### config.mk
export PLATFORM = sky130hd
export DESIGN_NAME = vga_stream_out
export DESIGN_NICKNAME = d
export VERILOG_FILES = /design/src/rtl/vga_stream_out.sv
export SDC_FILE = /design/constraint.sdc
export NUM_CORES = 1
export LEC_CHECK = 0
export CAP_MARGIN = 20
export CORE_ASPECT_RATIO = 0.8
export CORE_MARGIN = 5
export CORE_UTILIZATION = 43
export DETAILED_ROUTE_END_ITERATION = 10
export GPL_ROUTABILITY_DRIVEN = 0
export GPL_TIMING_DRIVEN = 0
export PLACE_DENSITY = 0.72
export SYNTH_ARGS = -nofsm -noshare
export SYNTH_HDL_FRONTEND = slang
export SYNTH_SLANG_ARGS = --single-unit
### constraint.sdc
create_clock -name pixel_clk -period 5.23 [get_ports pixel_clk]
set_input_delay 1.046 -clock pixel_clk [delete_from_list [all_inputs] [get_ports pixel_clk]]
set_output_delay 1.046 -clock pixel_clk [all_outputs]
set_load 0.01 [all_outputs]
### src/rtl/vga_stream_out.sv
`default_nettype none
// ============================================================================
// Module  : vga_stream_out
// Brief   : Pixel-clock VGA scanout stage fed by a valid/ready pixel stream.
//           Define VGA_STREAM_OUT_ERR_COUNT_EN to build the underflow counter.
// Rev     : 1.0  initial release
// ============================================================================
module vga_stream_out #(
  parameter int COLOR_WIDTH = 4,
  parameter int H_VISIBLE   = 640,
  parameter int H_FRONT     = 16,
  parameter int H_SYNC      = 96,
  parameter int H_BACK      = 48,
  parameter int V_VISIBLE   = 480,
  parameter int V_FRONT     = 10,
  parameter int V_SYNC      = 2,
  parameter int V_BACK      = 33,
  parameter bit SYNC_POL    = 1'b0
) (
  input  logic                   pixel_clk,
  input  logic                   rst_n,
  input  logic                   en,
  input  logic                   s_pix_valid,
  output logic                   s_pix_ready,
  input  logic [COLOR_WIDTH-1:0] s_pix_red,
  input  logic [COLOR_WIDTH-1:0] s_pix_grn,
  input  logic [COLOR_WIDTH-1:0] s_pix_blu,
  output logic [COLOR_WIDTH-1:0] vga_red,
  output logic [COLOR_WIDTH-1:0] vga_grn,
  output logic [COLOR_WIDTH-1:0] vga_blu,
  output logic                   vga_hsync,
  output logic                   vga_vsync,
  output logic                   vga_error,
  output logic [15:0]            err_count
);

  localparam int c_h_total = H_VISIBLE + H_FRONT + H_SYNC + H_BACK;
  localparam int c_v_total = V_VISIBLE + V_FRONT + V_SYNC + V_BACK;
  localparam int c_hw      = $clog2(c_h_total);
  localparam int c_vw      = $clog2(c_v_total);
  localparam int c_hx      = c_hw + 1;
  localparam int c_vx      = c_vw + 1;

  localparam logic [c_hw-1:0] c_h_last = c_hw'(c_h_total - 1);
  localparam logic [c_vw-1:0] c_v_last = c_vw'(c_v_total - 1);
  // One extra bit so a range end equal to the total never truncates.
  localparam logic [c_hx-1:0] c_h_vis  = c_hx'(H_VISIBLE);
  localparam logic [c_hx-1:0] c_hs_beg = c_hx'(H_VISIBLE + H_FRONT);
  localparam logic [c_hx-1:0] c_hs_end = c_hx'(H_VISIBLE + H_FRONT + H_SYNC);
  localparam logic [c_vx-1:0] c_v_vis  = c_vx'(V_VISIBLE);
  localparam logic [c_vx-1:0] c_vs_beg = c_vx'(V_VISIBLE + V_FRONT);
  localparam logic [c_vx-1:0] c_vs_end = c_vx'(V_VISIBLE + V_FRONT + V_SYNC);

  typedef enum logic [1:0] {
    ST_IDLE  = 2'd0,
    ST_PRIME = 2'd1,
    ST_RUN   = 2'd2
  } state_t;

  state_t          r_state;
  state_t          w_state_nxt;
  logic [c_hw-1:0] r_h;
  logic [c_hw-1:0] w_h_nxt;
  logic [c_vw-1:0] r_v;
  logic [c_vw-1:0] w_v_nxt;

  logic w_run;
  logic w_visible;
  logic w_xfer;
  logic w_underflow;
  logic w_hs_act;
  logic w_vs_act;

  assign w_run       = (r_state == ST_RUN);
  assign w_visible   = w_run && ({1'b0, r_h} < c_h_vis) && ({1'b0, r_v} < c_v_vis);
  assign w_xfer      = w_visible && s_pix_valid;
  assign w_underflow = w_visible && !s_pix_valid;
  assign w_hs_act    = w_run && ({1'b0, r_h} >= c_hs_beg) && ({1'b0, r_h} < c_hs_end);
  assign w_vs_act    = w_run && ({1'b0, r_v} >= c_vs_beg) && ({1'b0, r_v} < c_vs_end);
  assign s_pix_ready = w_visible;

  always_ff @(posedge pixel_clk) begin
    if (!rst_n) begin
      r_state <= ST_IDLE;
      r_h     <= '0;
      r_v     <= '0;
    end else begin
      r_state <= w_state_nxt;
      r_h     <= w_h_nxt;
      r_v     <= w_v_nxt;
    end
  end

  always_comb begin
    w_state_nxt = r_state;
    w_h_nxt     = r_h;
    w_v_nxt     = r_v;
    case (r_state)
      ST_IDLE: begin
        w_h_nxt = '0;
        w_v_nxt = '0;
        if (en) w_state_nxt = ST_PRIME;
      end
      ST_PRIME: begin
        // The first valid pixel only starts the raster; it is taken at h = 0.
        if (s_pix_valid) begin
          w_state_nxt = ST_RUN;
          w_h_nxt     = '0;
          w_v_nxt     = '0;
        end
      end
      ST_RUN: begin
        if (r_h == c_h_last) begin
          w_h_nxt = '0;
          if (r_v == c_v_last) begin
            w_v_nxt = '0;
            if (!en) w_state_nxt = ST_IDLE;
          end else begin
            w_v_nxt = r_v + c_vw'(1);
          end
        end else begin
          w_h_nxt = r_h + c_hw'(1);
        end
      end
      default: begin
        w_state_nxt = ST_IDLE;
        w_h_nxt     = '0;
        w_v_nxt     = '0;
      end
    endcase
  end

  always_ff @(posedge pixel_clk) begin
    if (!rst_n) begin
      vga_red   <= '0;
      vga_grn   <= '0;
      vga_blu   <= '0;
      vga_hsync <= ~SYNC_POL;
      vga_vsync <= ~SYNC_POL;
      vga_error <= 1'b0;
    end else begin
      vga_red   <= w_xfer ? s_pix_red : '0;
      vga_grn   <= w_xfer ? s_pix_grn : '0;
      vga_blu   <= w_xfer ? s_pix_blu : '0;
      vga_hsync <= w_hs_act ? SYNC_POL : ~SYNC_POL;
      vga_vsync <= w_vs_act ? SYNC_POL : ~SYNC_POL;
      vga_error <= w_underflow;
    end
  end

`ifdef VGA_STREAM_OUT_ERR_COUNT_EN
  logic [15:0] r_err_count;

  always_ff @(posedge pixel_clk) begin
    if (!rst_n) begin
      r_err_count <= '0;
    end else if (w_underflow && (r_err_count != 16'hFFFF)) begin
      r_err_count <= r_err_count + 16'd1;
    end
  end

  assign err_count = r_err_count;
`else
  assign err_count = 16'd0;
`endif

endmodule
`default_nettype wire

==> impl_metrics.yaml <==
setup_path:
  path_depth: 4
  cp_num_buf_inv: 1
  cp.arrival_ps: 1820
  cp-start-kind: "flop"
  timing.rr.end: "r_v[1]"
  cp_top_family: "buffers and inverters"
  worstSetupEndpoint: "s_pix_ready"
  critPathMaxStageDelay_ps: 560
  rr_worst_depth: 6
  path_class: "flop to primary output"
  critPathLaunch: "r_h[7]"
  path_cells: "o21ai_0 > nand2_1 > nor3_1 > clkdlybuf4s50_1"
  endpoint_kind: "primary output"
  crit_fanout: 6
  r2r_start: "r_v[1]"
  required_ps: 4180
  crit_slowest_cell: "clkdlybuf4s50_1"
  ff2ff_setup_slack_ps: 3230
placed_design:
  io_buffers: 31
  dpl_worst_slack_ps: 2170
  dp_hpwl_microns: 3010
grt:
  grt_antenna_before_repair: 0
  first_global_vias: 1347
  overflow: 0
  grt_pass1_wl_microns: 6450
  grt.total_usage: 0.153
  grt_max_degree: 13
floorplanning:
  coreArea_sq_um: 4130
  fp.dieH_microns: 68.2
  num_io_pins: 48
  die_area_sq_um: 5640
  num_rows: 21
  die_x_microns: 82.7
  start_util: 0.441
cells_and_area:
  fillers: 379
  nNetsFinal: 270
  post_route_cells_drive_above_1_share: 0.135
  syn2layout_area_growth_pct: 31.5
  antennaDiodeCount: 0
flow_run:
  cap_violations: 0
power:
  p_int_uw: 501
  leakage_uw: 0.000886
  vdd_drop_max_v: 0.000169
  combPwrFrac: 0.086
  power_density_nw_per_um2: 266
  switchingPower_uw: 134
  pwr-share-seq: 0.452
  swShare: 0.211
  clockPowerShare: 0.462
cts:
  cts_root_buf: "clkbuf_8"
  cts_resized: 0
  cts_tree: "done"
  ctsHoldBuffers: 0
  cts_setup_buffers: 0
  cts_sinks: 37
  cts-buffers-inserted: 5
  clock_latency_ps: 300
  htreeDepth: 2
  clock_path_buffers: 2
  clk_pin_slew_ps: 80
timing:
  slew_viol_final: 0
  min_period_ps: 2860
  fin_crit_sh: 0.547
  tns_ps: 0
  finalSetupViolations: 0
  finalHoldViolations: 0
  max_clock_freq_mhz: 349
  worst_slack_ps: 2370
  max_slew_margin: 0.476
  clock_skew_ps: 9.63
  rsz0062_at_grt: "false"
  tightest_slew_ps: 781
detailed_routing:
  drc_errors: 0
  num_vias: 1586
  drt_first_pass_iters: 4
  totalWireLength_microns: 4080
  vias_per_cell: 5.15
  ant_nets: 0
  wire_per_inst_microns: 13.3
  drt_iter0_drc: 142
synth:
  synth_area_leader_cell: "dfxtp_1"
  synth_top_area_share: 0.407
  ys_seq_area_frac: 0.407
  synth.top_cells.by_count: "37 x dfxtp_1, 16 x buf_4, 13 x and2_1, 13 x nor2_1, 12 x nand3_1"
  syn-instance-count: 197
  synth_area_leaders: "dfxtp_1 41%, buf_4 6.6%, a221oi_1 4.8%"
  yosysWarnings: 0
  ys_seq_elements: 37
  syn-cell-area_sq_um: 1820
  synth.most_common_cell: "dfxtp_1"
  synth_flop_cell: "dfxtp_1"
  synth_edf_count: 0
  ys_types: 46
  async_reset_ff_frac: 0
  synth.avg_cell_area_sq_um: 9.23
worst_hold_path:
  hp-class: "flop to flop"
status:
  status: "complete, no violations"
==> area by class of cell <==
class                   instances  area (sq um)  area share
flip-flops and latches         37           741       0.310
well taps                      57          71.3      0.0298
inverters                       8          30.0      0.0126
clock inverters                 3          65.1      0.0272
clock buffers                   5          68.8      0.0288
plain buffers                  24           160      0.0670
multi-input cells             143           943       0.395
repair buffers                 31           310       0.130
==> layer usage <==
metal  GRT usage  up-vias  share of wire
met1       0.221      722           0.46
li1            -      802              -
met4      0.0612        0          0.014
met2       0.212       58           0.44
met5           0        -              0
met3      0.0421        4          0.083
==> metrics by stage <==
stage,utilization,instances,instance area [sq um],total power (uW),hold slack (ps)
floorplan,-,212,1870,326,404
global placement,0.547,300,2260,347,438
detailed placement,0.547,300,2260,347,454
CTS,0.579,308,2390,640,473
global route,0.579,308,2390,653,487
finish,0.579,308,2390,635,474
==> sequential cells by signal, summed over array words and instances (netlist names) <==
signal and count:
vga_hsync 1, vga_blu 4, r_h 10, r_state 2
vga_grn 4, vga_vsync 1, vga_red 4, r_v 10
vga_error 1
==> worst min path at each step <==
stage / from / endpoint / slack, ps / depth (start not counted)
floorplan: r_v[8] / vga_vsync / 400 / 1
global placement: r_v[8] / vga_vsync / 440 / 1
detailed placement: r_v[8] / vga_vsync / 450 / 1
CTS: r_v[8] / vga_vsync / 470 / 1
global route: r_v[8] / vga_vsync / 490 / 1
finish: r_v[8] / vga_vsync / 470 / 1
==> cell usage in the layout (no fill, tap or decap), drive strengths merged, types with 2 or more instances in the layout <==
cell	instances
a21oi	2
a221oi	10
and2	13
and3	5
buf	19
bufinv	2
clkbuf	10
clkdlybuf4s50	31
conb	16
dfxtp	37
ha	4
inv	8
nand2	6
nand2b	2
nand3	12
nand4	7
nor2	14
nor3	3
nor3b	2
nor4b	2
o21ai	6
o31ai	8
or4	7
xor2	5
==> logic make-up after synthesis <==
logic type | Yosys count | synth area share
flops | 37 | 0.407
compound gates | 35 | 0.154
other cells | 1 | 0.00206
simple gates | 81 | 0.270
fa+ha+maj | 4 | 0.0275
xor+xnor | 6 | 0.0289
mux | 1 | 0.00551
buf+inv | 32 | 0.105
==> power groups by stage <==
stage	Combinational, uW	Sequential, uW	Clock (uW)
after global placement	53.6	293	0
after global routing	59.9	287	305
after CTS	54.0	287	299
after floorplan	32.7	293	0
final	54.5	287	294
after detailed placement	53.9	294	0
(Power assumes the default switching activity.)
